===== src/rtl/registrador_deslocamento_universal_pkg.sv =====
// Mode codes shared by the mode mux, the shift register and the pattern controller.
package registrador_deslocamento_universal_pkg;

   typedef logic [1:0] modo_t;

   localparam modo_t MODO_DEFINIR = 2'b00;
   localparam modo_t MODO_DIR_ESQ = 2'b01;
   localparam modo_t MODO_ESQ_DIR = 2'b10;
   localparam modo_t MODO_MANTER  = 2'b11;

   function automatic logic modo_desloca(input modo_t m);
      return (m == MODO_DIR_ESQ) || (m == MODO_ESQ_DIR);
   endfunction

endpackage


===== src/rtl/registrador_deslocamento_universal_if.sv =====
// Control/data bundle of the universal shift register; master drives controls, slave returns the register.
interface registrador_deslocamento_universal_if #(
   parameter int unsigned LARGURA = 8
);
   logic               habilitar;
   logic [1:0]         modo;
   logic [LARGURA-1:0] valores;
   logic               serial_dir;
   logic               serial_esq;
   logic               rotacionar;
   logic [LARGURA-1:0] saida;
   logic               pulso_passo;

   modport master (
      output habilitar, modo, valores, serial_dir, serial_esq, rotacionar,
      input  saida, pulso_passo
   );

   modport slave (
      input  habilitar, modo, valores, serial_dir, serial_esq, rotacionar,
      output saida, pulso_passo
   );
endinterface


===== src/rtl/registrador_deslocamento_universal_divisor_passo.sv =====
// Step prescaler: counts enabled shift-mode cycles and ticks every DIVISOR of them.
module divisor_passo #(
   parameter int unsigned DIVISOR = 4
) (
   input  logic       clk,
   input  logic       rst_n,
   input  logic       habilitar,
   input  logic [1:0] modo,
   output logic       tick
);
   import registrador_deslocamento_universal_pkg::*;

   localparam int unsigned LARG_CONT = (DIVISOR > 1) ? $clog2(DIVISOR) : 1;
   localparam logic [LARG_CONT-1:0] ULTIMO = LARG_CONT'(DIVISOR - 1);

   logic [LARG_CONT-1:0] contagem;
   modo_t                modo_ant;
   logic                 mudou;

   assign mudou = (modo != modo_ant);

   always_comb begin
      tick = 1'b0;
      if (habilitar && modo_desloca(modo) && !mudou && (contagem == ULTIMO))
         tick = 1'b1;
   end

   // A mode change restarts the phase so the first step is a full DIVISOR away.
   always_ff @(posedge clk) begin
      if (!rst_n) begin
         contagem <= '0;
         modo_ant <= MODO_MANTER;
      end else begin
         modo_ant <= modo;
         if (mudou || !modo_desloca(modo))
            contagem <= '0;
         else if (habilitar)
            contagem <= tick ? '0 : contagem + 1'b1;
      end
   end
endmodule


===== src/rtl/registrador_deslocamento_universal.sv =====
// Clocked universal shift register with step prescaler driving the LED bank.
// Optional macro ROTACAO_EN: rotacionar=1 recirculates the end bit instead of the serial inputs.
module registrador_deslocamento_universal #(
   parameter int unsigned LARGURA = 8,
   parameter int unsigned DIVISOR = 4
) (
   input logic                                  clk,
   input logic                                  rst_n,
   registrador_deslocamento_universal_if.slave  barramento
);
   import registrador_deslocamento_universal_pkg::*;

   logic [LARGURA-1:0] saida_q;
   logic               pulso_q;
   logic               tick;
   logic               entra_lsb;
   logic               entra_msb;

   divisor_passo #(
      .DIVISOR (DIVISOR)
   ) u_divisor_passo (
      .clk       (clk),
      .rst_n     (rst_n),
      .habilitar (barramento.habilitar),
      .modo      (barramento.modo),
      .tick      (tick)
   );

`ifdef ROTACAO_EN
   assign entra_lsb = barramento.rotacionar ? saida_q[LARGURA-1] : barramento.serial_dir;
   assign entra_msb = barramento.rotacionar ? saida_q[0]         : barramento.serial_esq;
`else
   assign entra_lsb = barramento.serial_dir;
   assign entra_msb = barramento.serial_esq;
`endif

   always_ff @(posedge clk) begin
      if (!rst_n) begin
         saida_q <= '0;
         pulso_q <= 1'b0;
      end else begin
         pulso_q <= 1'b0;
         case (barramento.modo)
            MODO_DEFINIR: saida_q <= barramento.valores;
            MODO_DIR_ESQ: if (tick) begin
               saida_q <= {saida_q[LARGURA-2:0], entra_lsb};
               pulso_q <= 1'b1;
            end
            MODO_ESQ_DIR: if (tick) begin
               saida_q <= {entra_msb, saida_q[LARGURA-1:1]};
               pulso_q <= 1'b1;
            end
            default: ;
         endcase
      end
   end

   assign barramento.saida       = saida_q;
   assign barramento.pulso_passo = pulso_q;
endmodule


===== src/flat_wrapper.sv =====
// flat-port wrapper written by rule: the top's interface ports become plain ports
module registrador_deslocamento_universal_flat import registrador_deslocamento_universal_pkg::*;
#(
   parameter int unsigned LARGURA = 8,
   parameter int unsigned DIVISOR = 4
)
  (clk, rst_n, barramento_habilitar, barramento_modo, barramento_valores, barramento_serial_dir, barramento_serial_esq, barramento_rotacionar, barramento_saida, barramento_pulso_passo);
  registrador_deslocamento_universal_if #(.LARGURA(LARGURA)) barramento_i ();
  input logic clk;
  input logic rst_n;
  input wire logic [$bits(barramento_i.habilitar)-1:0] barramento_habilitar;
  input wire logic [$bits(barramento_i.modo)-1:0] barramento_modo;
  input wire logic [$bits(barramento_i.valores)-1:0] barramento_valores;
  input wire logic [$bits(barramento_i.serial_dir)-1:0] barramento_serial_dir;
  input wire logic [$bits(barramento_i.serial_esq)-1:0] barramento_serial_esq;
  input wire logic [$bits(barramento_i.rotacionar)-1:0] barramento_rotacionar;
  output wire logic [$bits(barramento_i.saida)-1:0] barramento_saida;
  output wire logic [$bits(barramento_i.pulso_passo)-1:0] barramento_pulso_passo;
  assign barramento_i.habilitar = barramento_habilitar;
  assign barramento_i.modo = barramento_modo;
  assign barramento_i.valores = barramento_valores;
  assign barramento_i.serial_dir = barramento_serial_dir;
  assign barramento_i.serial_esq = barramento_serial_esq;
  assign barramento_i.rotacionar = barramento_rotacionar;
  assign barramento_saida = barramento_i.saida;
  assign barramento_pulso_passo = barramento_i.pulso_passo;
  registrador_deslocamento_universal #(.LARGURA(LARGURA), .DIVISOR(DIVISOR)) u_core (.clk(clk), .rst_n(rst_n), .barramento(barramento_i));
endmodule

===== config.mk =====
export PLATFORM = sky130hd
export DESIGN_NAME = registrador_deslocamento_universal_flat
export DESIGN_NICKNAME = d
export VERILOG_FILES = /design/src/rtl/registrador_deslocamento_universal_pkg.sv /design/src/rtl/registrador_deslocamento_universal_if.sv /design/src/rtl/registrador_deslocamento_universal_divisor_passo.sv /design/src/rtl/registrador_deslocamento_universal.sv /design/src/flat_wrapper.sv
export SDC_FILE = /design/constraint.sdc
export NUM_CORES = 1
export LEC_CHECK = 0
export BUFFER_PORTS_ARGS = -buffer_cell sky130_fd_sc_hd__buf_2
export CELL_PAD_IN_SITES_DETAIL_PLACEMENT = 1
export CELL_PAD_IN_SITES_GLOBAL_PLACEMENT = 2
export CORE_MARGIN = 2
export CORE_UTILIZATION = 28
export CTS_CLUSTER_SIZE = 14
export DETAILED_ROUTE_END_ITERATION = 16
export PLACE_DENSITY = 0.9
export SLEW_MARGIN = 20
export SYNTH_ARGS = -nofsm -noshare
export SYNTH_HDL_FRONTEND = slang
export SYNTH_SLANG_ARGS = --single-unit

===== constraint.sdc =====
create_clock -name clk -period 3.6 [get_ports clk]
set_input_delay 0.18 -clock clk [delete_from_list [all_inputs] [get_ports clk]]
set_output_delay 0.18 -clock clk [all_outputs]
set_load 0.01 [all_outputs]

==> flow_summary.yaml, run 1 <==
synth:
  ys_types: 15
  synthTopCellsByArea: "dfxtp_1 36%, nand2_1 15%, mux2i_1 14%, a22oi_1 8.4%, ha_1 7.0%"
  async_flop_share_pct: 0
  synth_common_cells: "28 x nand2_1, 13 x dfxtp_1, 10 x mux2i_1"
  netlist_area_um2: 716.9
  synth_top_area_share_pct: 36.30
  synth.most_common_cell: "nand2_1"
  ys_ff_latch: 13
  synth_edf_count: 0
  synth_cells: 89
  synth_ff_type: "dfxtp_1"
  yosysWarnings: 0
  yosysTopAreaCell: "dfxtp_1"
  ys_seq_area_share_pct: 36.30
  syn_nets: 109
  avgSynthCellArea_um2: 8.055
detailed_routing:
  wl_per_cell_um: 12.26
  drt_iter0_markers: 8
  wirelength_um: 1717
  dr.pass1.iters: 3
  remaining_drc_errors: 0
  drtAntennaViolNets: 0
  via_per_inst: 4.829
  vias: 676
grt:
  grt_max_degree: 20
  gr-total-overflow: 0
  grt_antenna_before_repair: 0
  grt.total_usage_pct: 12.66
  grt_first_pass_wirelength_um: 2628
  grt_pass1_vias: 597
run:
  drv_cap: 0
worst_setup_path:
  cpPeakStageDelay_ns: 0.59
  worstSetupPathType: "input port to flip-flop"
  critPathBufInv: 2
  arrival_ns: 1.72
  endpoint_kind: "flip-flop"
  crit_required_ns: 3.82
  cpMaxStageDelayCell: "ha_1"
  critPathMaxFanout: 17
  crit_chain: "buf_2, inv_1, ha_1, nor3_2, a21oi_4, mux2i_1"
  cp_top_family: "adder cells"
  critPathLaunchType: "input port"
clocking:
  cts_buffers: 3
  clk_pin_slew_ns: 0.09
  cts.sinks: 13
  ctsResizeCount: 0
  cts_tree: "done"
  hold_buffers: 0
  post_cts.repair.setup_buffers: 0
  cts_root_buf: "clkbuf_4"
  h-tree-depth: 1
  clk_path_buf_depth: 2
  insertion_delay_ns: 0.28
timing:
  relSlewSlack_pct: 67.28
  rsz0062_at_grt: "no"
  hold_viol: 0
  fmax_mhz: 663.9
  setup_tns_ns: 0
  skew_ns: 0.007135
  slew_viol_final: 0
  tightest_slew_ns: 0.4908
  min_period_ns: 1.506
  min_period_over_period_pct: 41.84
  setup_violations: 0
placement:
  gp_congestion: 0.6330
  dp_hpwl_um: 1260
  port_buffers: 23
hold_path:
  holdCritPathClass: "input port to flip-flop"
pwr:
  pwr_density_cell_nw_per_um2: 360.9
  p_leak_nw: 0.4085
  power_switching_mw: 0.09375
  p_comb_share_pct: 19.5
  ir_drop_mv: 0.1777
  seqPwrFrac_pct: 50.1
  power.internal_mw: 0.2201
  power.share.clock_pct: 30.3
  sw_frac_of_total_pct: 29.87
  total_power_mw: 0.3138
finish:
  num_antenna_cells: 0
  seqCellArea_um2: 260.3
  multi_input_area_um2: 422.9
  fillers: 312
  areaGrowthSynthToFinish_pct: 21.29
  drive_above_1_share_pct: 25.45
  nNetsFinal: 131
floorplanning:
  die_w_um: 54.60
  std_cell_rows: 18
  core_um2: 2455
  pin_count: 25
  start_util_pct: 29.20
  die_height_um: 54.60
  die-area_um2: 2981
outcome:
  status: "finished, final reports clean"
placed cells by master, fill, tap and decap left out, drive strengths merged:
master / count
a21oi: 1
a22oi: 8
buf: 23
clkbuf: 4
dfxtp: 13
ha: 4
inv: 2
mux2i: 10
nand2: 28
nor2: 5
nor3: 2
o21ai: 8
xor2: 2
area by class of cell:
class	count	share of cell area, %
Multi-Input combinational cell	68	48.63
Tap cell	30	4.317
Clock buffer	4	3.022
Sequential cell	13	29.93
Inverter	2	0.8633
Timing Repair Buffer	23	13.24
power groups by stage:
stage / Sequential [mW] / Combinational, mW / Clock, mW
final: 0.157 / 0.0613 / 0.0952
after global routing: 0.158 / 0.0689 / 0.103
after CTS: 0.157 / 0.0625 / 0.0993
after detailed placement: 0.161 / 0.0625 / 0
after global placement: 0.160 / 0.0604 / 0
after floorplan: 0.162 / 0.0386 / 0
worst reg2reg max path, stage by stage, from the launching register on:
cell and delay, ns:
dfxtp_1 0.33, ha_1 0.21, nand2_1 0.10, nor2_1 0.07, a21oi_4 0.34, mux2i_1 0.24
flip-flops by register name (all words and copies together) (netlist names):
register	flops
u_core.barramento.saida	8
u_core.barramento.pulso_passo	1
u_core.u_divisor_passo.contagem	2
u_core.u_divisor_passo.modo_ant	2
worst paths after layout:
kind	cells past startpoint	slack (ns)	to	start
setup / recovery	6	2.09	u_core.barramento.saida[4]$_SDFFE_PN0P_	barramento_modo[0]
hold / removal	3	0.16	u_core.u_divisor_passo.modo_ant[1]$_SDFF_PN1_	barramento_modo[1]
setup reg to reg	5	2.24	u_core.barramento.saida[4]$_SDFFE_PN0P_	u_core.u_divisor_passo.contagem[0]$_SDFFE_PP0P_
hold reg to reg	2	0.49	u_core.barramento.saida[7]$_SDFFE_PN0P_	u_core.barramento.saida[7]$_SDFFE_PN0P_
stage by stage:
step	instance area, um2	instances	setup slack [ns]	util, %	hold slack, ns
floorplan	716.9	89	2.294	-	0.2798
global placement	843.3	136	1.844	34.35	0.4412
detailed placement	843.3	136	1.764	34.35	0.4526
CTS	869.6	140	2.062	35.42	0.1519
global route	869.6	140	1.935	35.42	0.1787
finish	869.6	140	2.094	35.42	0.1592
logic make-up (layout without fill, tap and decap cells):
| kind of cell | count (synthesis) | count (layout) | synth area share [%] |
|---|---|---|---|
| flops | 13 | 13 | 36.30 |
| mux | 10 | 10 | 13.96 |
| simple gates | 35 | 35 | 19.37 |
| xor+xnor | 2 | 2 | 2.444 |
| fa+ha+maj | 4 | 4 | 6.981 |
| compound gates | 17 | 17 | 16.23 |
| buf+inv | 8 | 29 | 4.712 |
routing by layer:
| metal | share of wire, % | vias to the layer above | GRT usage [%] |
|---|---|---|---|
| met5 | 0 | - | 0 |
| met2 | 47 | 19 | 19.84 |
| met3 | 5.3 | 3 | 2.732 |
| met4 | 1.4 | 0 | 6.250 |
| li1 | - | 341 | - |
| met1 | 46 | 313 | 16.23 |
Note: power is estimated with default switching activity, not from simulation.
==> run 2: changes to the inputs <==
Settings changed: CORE_UTILIZATION 28 to 26, PLACE_DENSITY 0.9 to 0.85.
Clock period 3.6 ns to 1.4 ns, I/O delays scaled along.
==> flow_summary.yaml, run 2 (synthesis results as in run 1) <==
timing:
  fin_ws_ns: 0.1311
  setup_tns_ns: 0
  relSlewSlack_pct: 76.34
  slew_viol_final: 0
  min_period_ns: 1.269
  min_period_over_period_pct: 90.64
  hold_viol: 0
  tightest_slew_ns: 0.3522
  setup_violations: 0
  fmax_mhz: 788.1
  rsz0062_at_grt: "no"
  skew_ns: 0.004587
hold_path:
  holdCritPathClass: "input port to flip-flop"
  min_from: "barramento_modo[0]"
  min_path_cells: 3
  holdPathEnd: "u_core.u_divisor_passo.modo_ant[0]$_SDFF_PN1_"
detailed_routing:
  via_per_inst: 4.759
  wl_per_cell_um: 12.28
  wirelength_um: 1781
  dr.pass1.iters: 3
  drt_iter0_markers: 3
  remaining_drc_errors: 0
  drtAntennaViolNets: 0
  vias: 690
worst_setup_path:
  reg2regPathDepth: 6
  rrSetupSlack_ns: 0.13
  cp-startpoint: "u_core.u_divisor_passo.contagem[0]$_SDFFE_PP0P_"
  r2r-start: "u_core.u_divisor_passo.contagem[0]$_SDFFE_PP0P_"
  endpoint_kind: "flip-flop"
  crit_required_ns: 1.57
  arrival_ns: 1.44
  critPathMaxFanout: 8
  worstSetupPathType: "flip-flop to flip-flop"
  rr_endpoint: "u_core.barramento.saida[0]$_SDFFE_PN0P_"
  critPathLaunchType: "flip-flop"
finish:
  layout_common_cells: "28 x nand2_1, 23 x buf_2, 13 x dfxtp_1"
  num_antenna_cells: 0
  final_area_um2: 913.4
  layout_commonest_cell: "nand2_1"
  areaGrowthSynthToFinish_pct: 27.40
  largest_reg_flops: 8
  nNetsFinal: 135
  drive_above_1_share_pct: 28.07
outcome:
  status: "finished, final reports clean"
floorplanning:
  std_cell_rows: 19
  pin_count: 25
  core_um2: 2686
  die_height_um: 56.51
  start_util_pct: 26.69
  die-area_um2: 3193
  die_w_um: 56.51
clocking:
  cts_buffers: 3
  ctsResizeCount: 0
  clk_path_buf_depth: 2
  cts.sinks: 13
  cts_tree: "done"
  insertion_delay_ns: 0.27
  hold_buffers: 0
  h-tree-depth: 1
  clk_pin_slew_ns: 0.08
  cts_root_buf: "clkbuf_4"
grt:
  grt_pass1_vias: 715
  grt.total_usage_pct: 12.60
  gr-total-overflow: 0
  grt_first_pass_wirelength_um: 3139
  grt_max_degree: 20
  grt_antenna_before_repair: 0
run:
  drv_cap: 0
pwr:
  ir_drop_mv: 0.4790
  p_leak_nw: 0.4331
  total_power_mw: 0.8202
  pwr_density_cell_nw_per_um2: 898.0
placement:
  placed_area_um2: 867.1
  dp_hpwl_um: 1317
  gp_congestion: 0.6848
  port_buffers: 23
  dpl_worst_slack_ns: 0.03790
[run 2: per-stage QoR]
step                      hold slack (ns)  util [%]  instances
after floorplan                    0.1698         -         89
after global placement             0.3295     32.28        140
after detailed placement           0.3431     32.28        140
after CTS                         0.05380     33.26        144
after global routing              0.07415     34.00        145
final                             0.06027     34.00        145
[run 2: report_power, final]
part	switching [mW]	internal, mW	total [mW]
registers	0.0166	0.388	0.405
logic	0.0952	0.0820	0.177
clock network	0.128	0.110	0.238
total	0.240	0.580	0.820
[run 2: layer usage]
metal / vias up / share of wire [%] / GRT usage [%] / wire (um)
li1: 349 / - / - / -
met1: 325 / 42 / 14.37 / 753
met2: 12 / 52 / 21.76 / 919
met3: 4 / 3.7 / 2.304 / 66
met4: 0 / 2.4 / 7.143 / 42
met5: - / 0 / 0 / 0
[run 2: timing repair]
item	CTS	global route
setup buffers	0	1
hold endpoints to repair	0	0
endpoints found under the setup margin	0	8
[run 2: area by class of cell]
| class | count | area (um2) |
|---|---|---|
| inverters | 2 | 7.507 |
| flip-flops and latches | 13 | 260.3 |
| repair buffers | 27 | 157.7 |
| multi-input cells | 68 | 422.9 |
| fillers | 354 | 1773 |
| well taps | 31 | 38.79 |
| clock buffers | 4 | 26.28 |
[run 2: worst max path at each step]
stage | end | slack (ns) | depth (start not counted)
2_1_floorplan | u_core.barramento.saida[0]$_SDFFE_PN0P_ | 0.20 | 6
3_3_place_gp | u_core.barramento.saida[4]$_SDFFE_PN0P_ | 0.08 | 6
3_5_place_dp | u_core.barramento.saida[4]$_SDFFE_PN0P_ | 0.04 | 6
4_1_cts | u_core.barramento.saida[5]$_SDFFE_PN0P_ | 0.02 | 5
5_1_grt | u_core.barramento.saida[0]$_SDFFE_PN0P_ | 0.03 | 6
6_report | u_core.barramento.saida[0]$_SDFFE_PN0P_ | 0.13 | 6
[run 2: worst max-delay path, cell delays in order, from the launching register on]
cell and delay (ns):
dfxtp_1 0.37, ha_1 0.19, nand2_1 0.08, nor2_1 0.18, a21oi_4 0.09, buf_12 0.16
mux2i_1 0.11
==> run 3: changes to the inputs <==
Settings changed: PLACE_DENSITY 0.85 to 0.72.
==> flow_summary.yaml, run 3 (synthesis results as in run 1) <==
outcome:
  status: "finished, final reports clean"
pwr:
  p_leak_nw: 0.4331
  power.internal_mw: 0.5803
  power.share.clock_pct: 29.3
  sw_frac_of_total_pct: 29.59
  total_power_mw: 0.8242
  ir_drop_mv: 0.3588
  pwr_density_cell_nw_per_um2: 902.4
  p_comb_share_pct: 21.6
  power_switching_mw: 0.2439
  seqPwrFrac_pct: 49.1
placement:
  dp_hpwl_um: 1304
  dp.cells: 140
  gp_congestion: 0.7083
  port_buffers: 23
detailed_routing:
  wirelength_um: 1824
  drt_iter0_markers: 7
  vias: 693
  wl_per_cell_um: 12.58
  remaining_drc_errors: 0
  drtAntennaViolNets: 0
  via_per_inst: 4.779
  dr.pass1.iters: 3
grt:
  grt_max_degree: 20
  grt_pass1_vias: 686
  grt.total_usage_pct: 12.74
  gr-total-overflow: 0
  grt_first_pass_wirelength_um: 3139
  grt_antenna_before_repair: 0
timing:
  fin_hold_ws_ns: 0.04496
  min_period_over_period_pct: 92.15
  slew_viol_final: 0
  min_period_ns: 1.290
  hold_viol: 0
  tightest_slew_ns: 0.3881
  setup_violations: 0
  fmax_mhz: 775.2
  relSlewSlack_pct: 73.92
  skew_ns: 0.004119
  setup_tns_ns: 0
clocking:
  cts_root_buf: "clkbuf_4"
  insertion_delay_ns: 0.28
  clk_path_buf_depth: 2
  cts_buffers: 3
  cts.sinks: 13
  clk_pin_slew_ns: 0.09
  h-tree-depth: 1
  cts_tree: "done"
finish:
  fillers: 340
  fin_cells: 145
  nNetsFinal: 135
  num_antenna_cells: 0
  layout_commonest_cell: "nand2_1"
  seqCellArea_um2: 260.3
  drive_above_1_share_pct: 28.07
  largest_reg_flops: 8
  areaGrowthSynthToFinish_pct: 27.40
  layout_common_cells: "28 x nand2_1, 23 x buf_2, 13 x dfxtp_1"
  multi_input_area_um2: 422.9
floorplanning:
  start_util_pct: 26.69
  pin_count: 25
  die_w_um: 56.51
  die-area_um2: 3193
  std_cell_rows: 19
  die_height_um: 56.51
  core_um2: 2686
worst_setup_path:
  critPathBufInv: 1
  worstSetupPathType: "flip-flop to flip-flop"
  endpoint_kind: "flip-flop"
  cp_top_family: "flip-flops"
  critPathLaunchType: "flip-flop"
  crit_chain: "ha_1, nand2_1, nor2_1, a21oi_4, buf_12, mux2i_1"
  cpPeakStageDelay_ns: 0.33
  critPathMaxFanout: 8
  cpMaxStageDelayCell: "dfxtp_1"
  arrival_ns: 1.50
  crit_required_ns: 1.61
run:
  drv_cap: 0
hold_path:
  holdCritPathClass: "input port to flip-flop"
run 3: cell counts in the layout (fill, tap and decap cells not counted):
No cell type changed its count.
run 3: layout make-up:
class / instances / share of cell area, %
timing repair buffer: 27 / 17.26
clock buffer: 4 / 2.877
inverter: 2 / 0.8219
sequential: 13 / 28.49
tap: 31 / 4.247
multi-input combinational: 68 / 46.30
run 3: what timing repair did:
| action | CTS | global route |
|---|---|---|
| buffers inserted | 0 | 1 |
| gates resized for setup | 0 | 0 |
| setup endpoints to repair | 0 | 8 |
| hold buffers | 0 | 0 |
run 3: worst min-delay path: stages:
cell and delay [ns]:
buf_2 0.12, inv_1 0.06, nand2_1 0.05
run 3: stage by stage:
step | setup WS (ns) | area, um2 | utilization (%)
floorplan | 0.2044 | 716.9 | -
global placement | 0.07143 | 867.1 | 32.28
detailed placement | 0.02258 | 867.1 | 32.28
CTS | 0.002781 | 893.4 | 33.26
global route | -0.003162 | 913.4 | 34.00
finish | 0.1099 | 913.4 | 34.00
run 3: power by group through the flow:
stage	registers [mW]	logic [mW]	clock network, mW
3_5_place_dp	0.414	0.169	0
3_3_place_gp	0.413	0.165	0
6_report	0.405	0.178	0.242
4_1_cts	0.405	0.170	0.252
5_1_grt	0.408	0.201	0.281
2_1_floorplan	0.416	0.0993	0
run 3: worst paths after layout:
| kind | depth (start not counted) | endpoint | slack [ns] | startpoint |
|---|---|---|---|---|
| max | 6 | u_core.barramento.saida[5]$_SDFFE_PN0P_ | 0.11 | u_core.u_divisor_passo.contagem[0]$_SDFFE_PP0P_ |
| min | 3 | u_core.u_divisor_passo.modo_ant[1]$_SDFF_PN1_ | 0.04 | barramento_modo[1] |
| min reg2reg | 2 | u_core.barramento.saida[7]$_SDFFE_PN0P_ | 0.49 | u_core.barramento.saida[7]$_SDFFE_PN0P_ |
| max reg2reg | 6 | u_core.barramento.saida[5]$_SDFFE_PN0P_ | 0.11 | u_core.u_divisor_passo.contagem[0]$_SDFFE_PP0P_ |
run 3: metal layers:
layer	vias up	GRT usage, %	routed length (um)
met4	0	7.823	16
met5	-	0	0
met3	2	2.765	89
li1	348	-	-
met2	16	20.76	875
met1	327	15.07	843
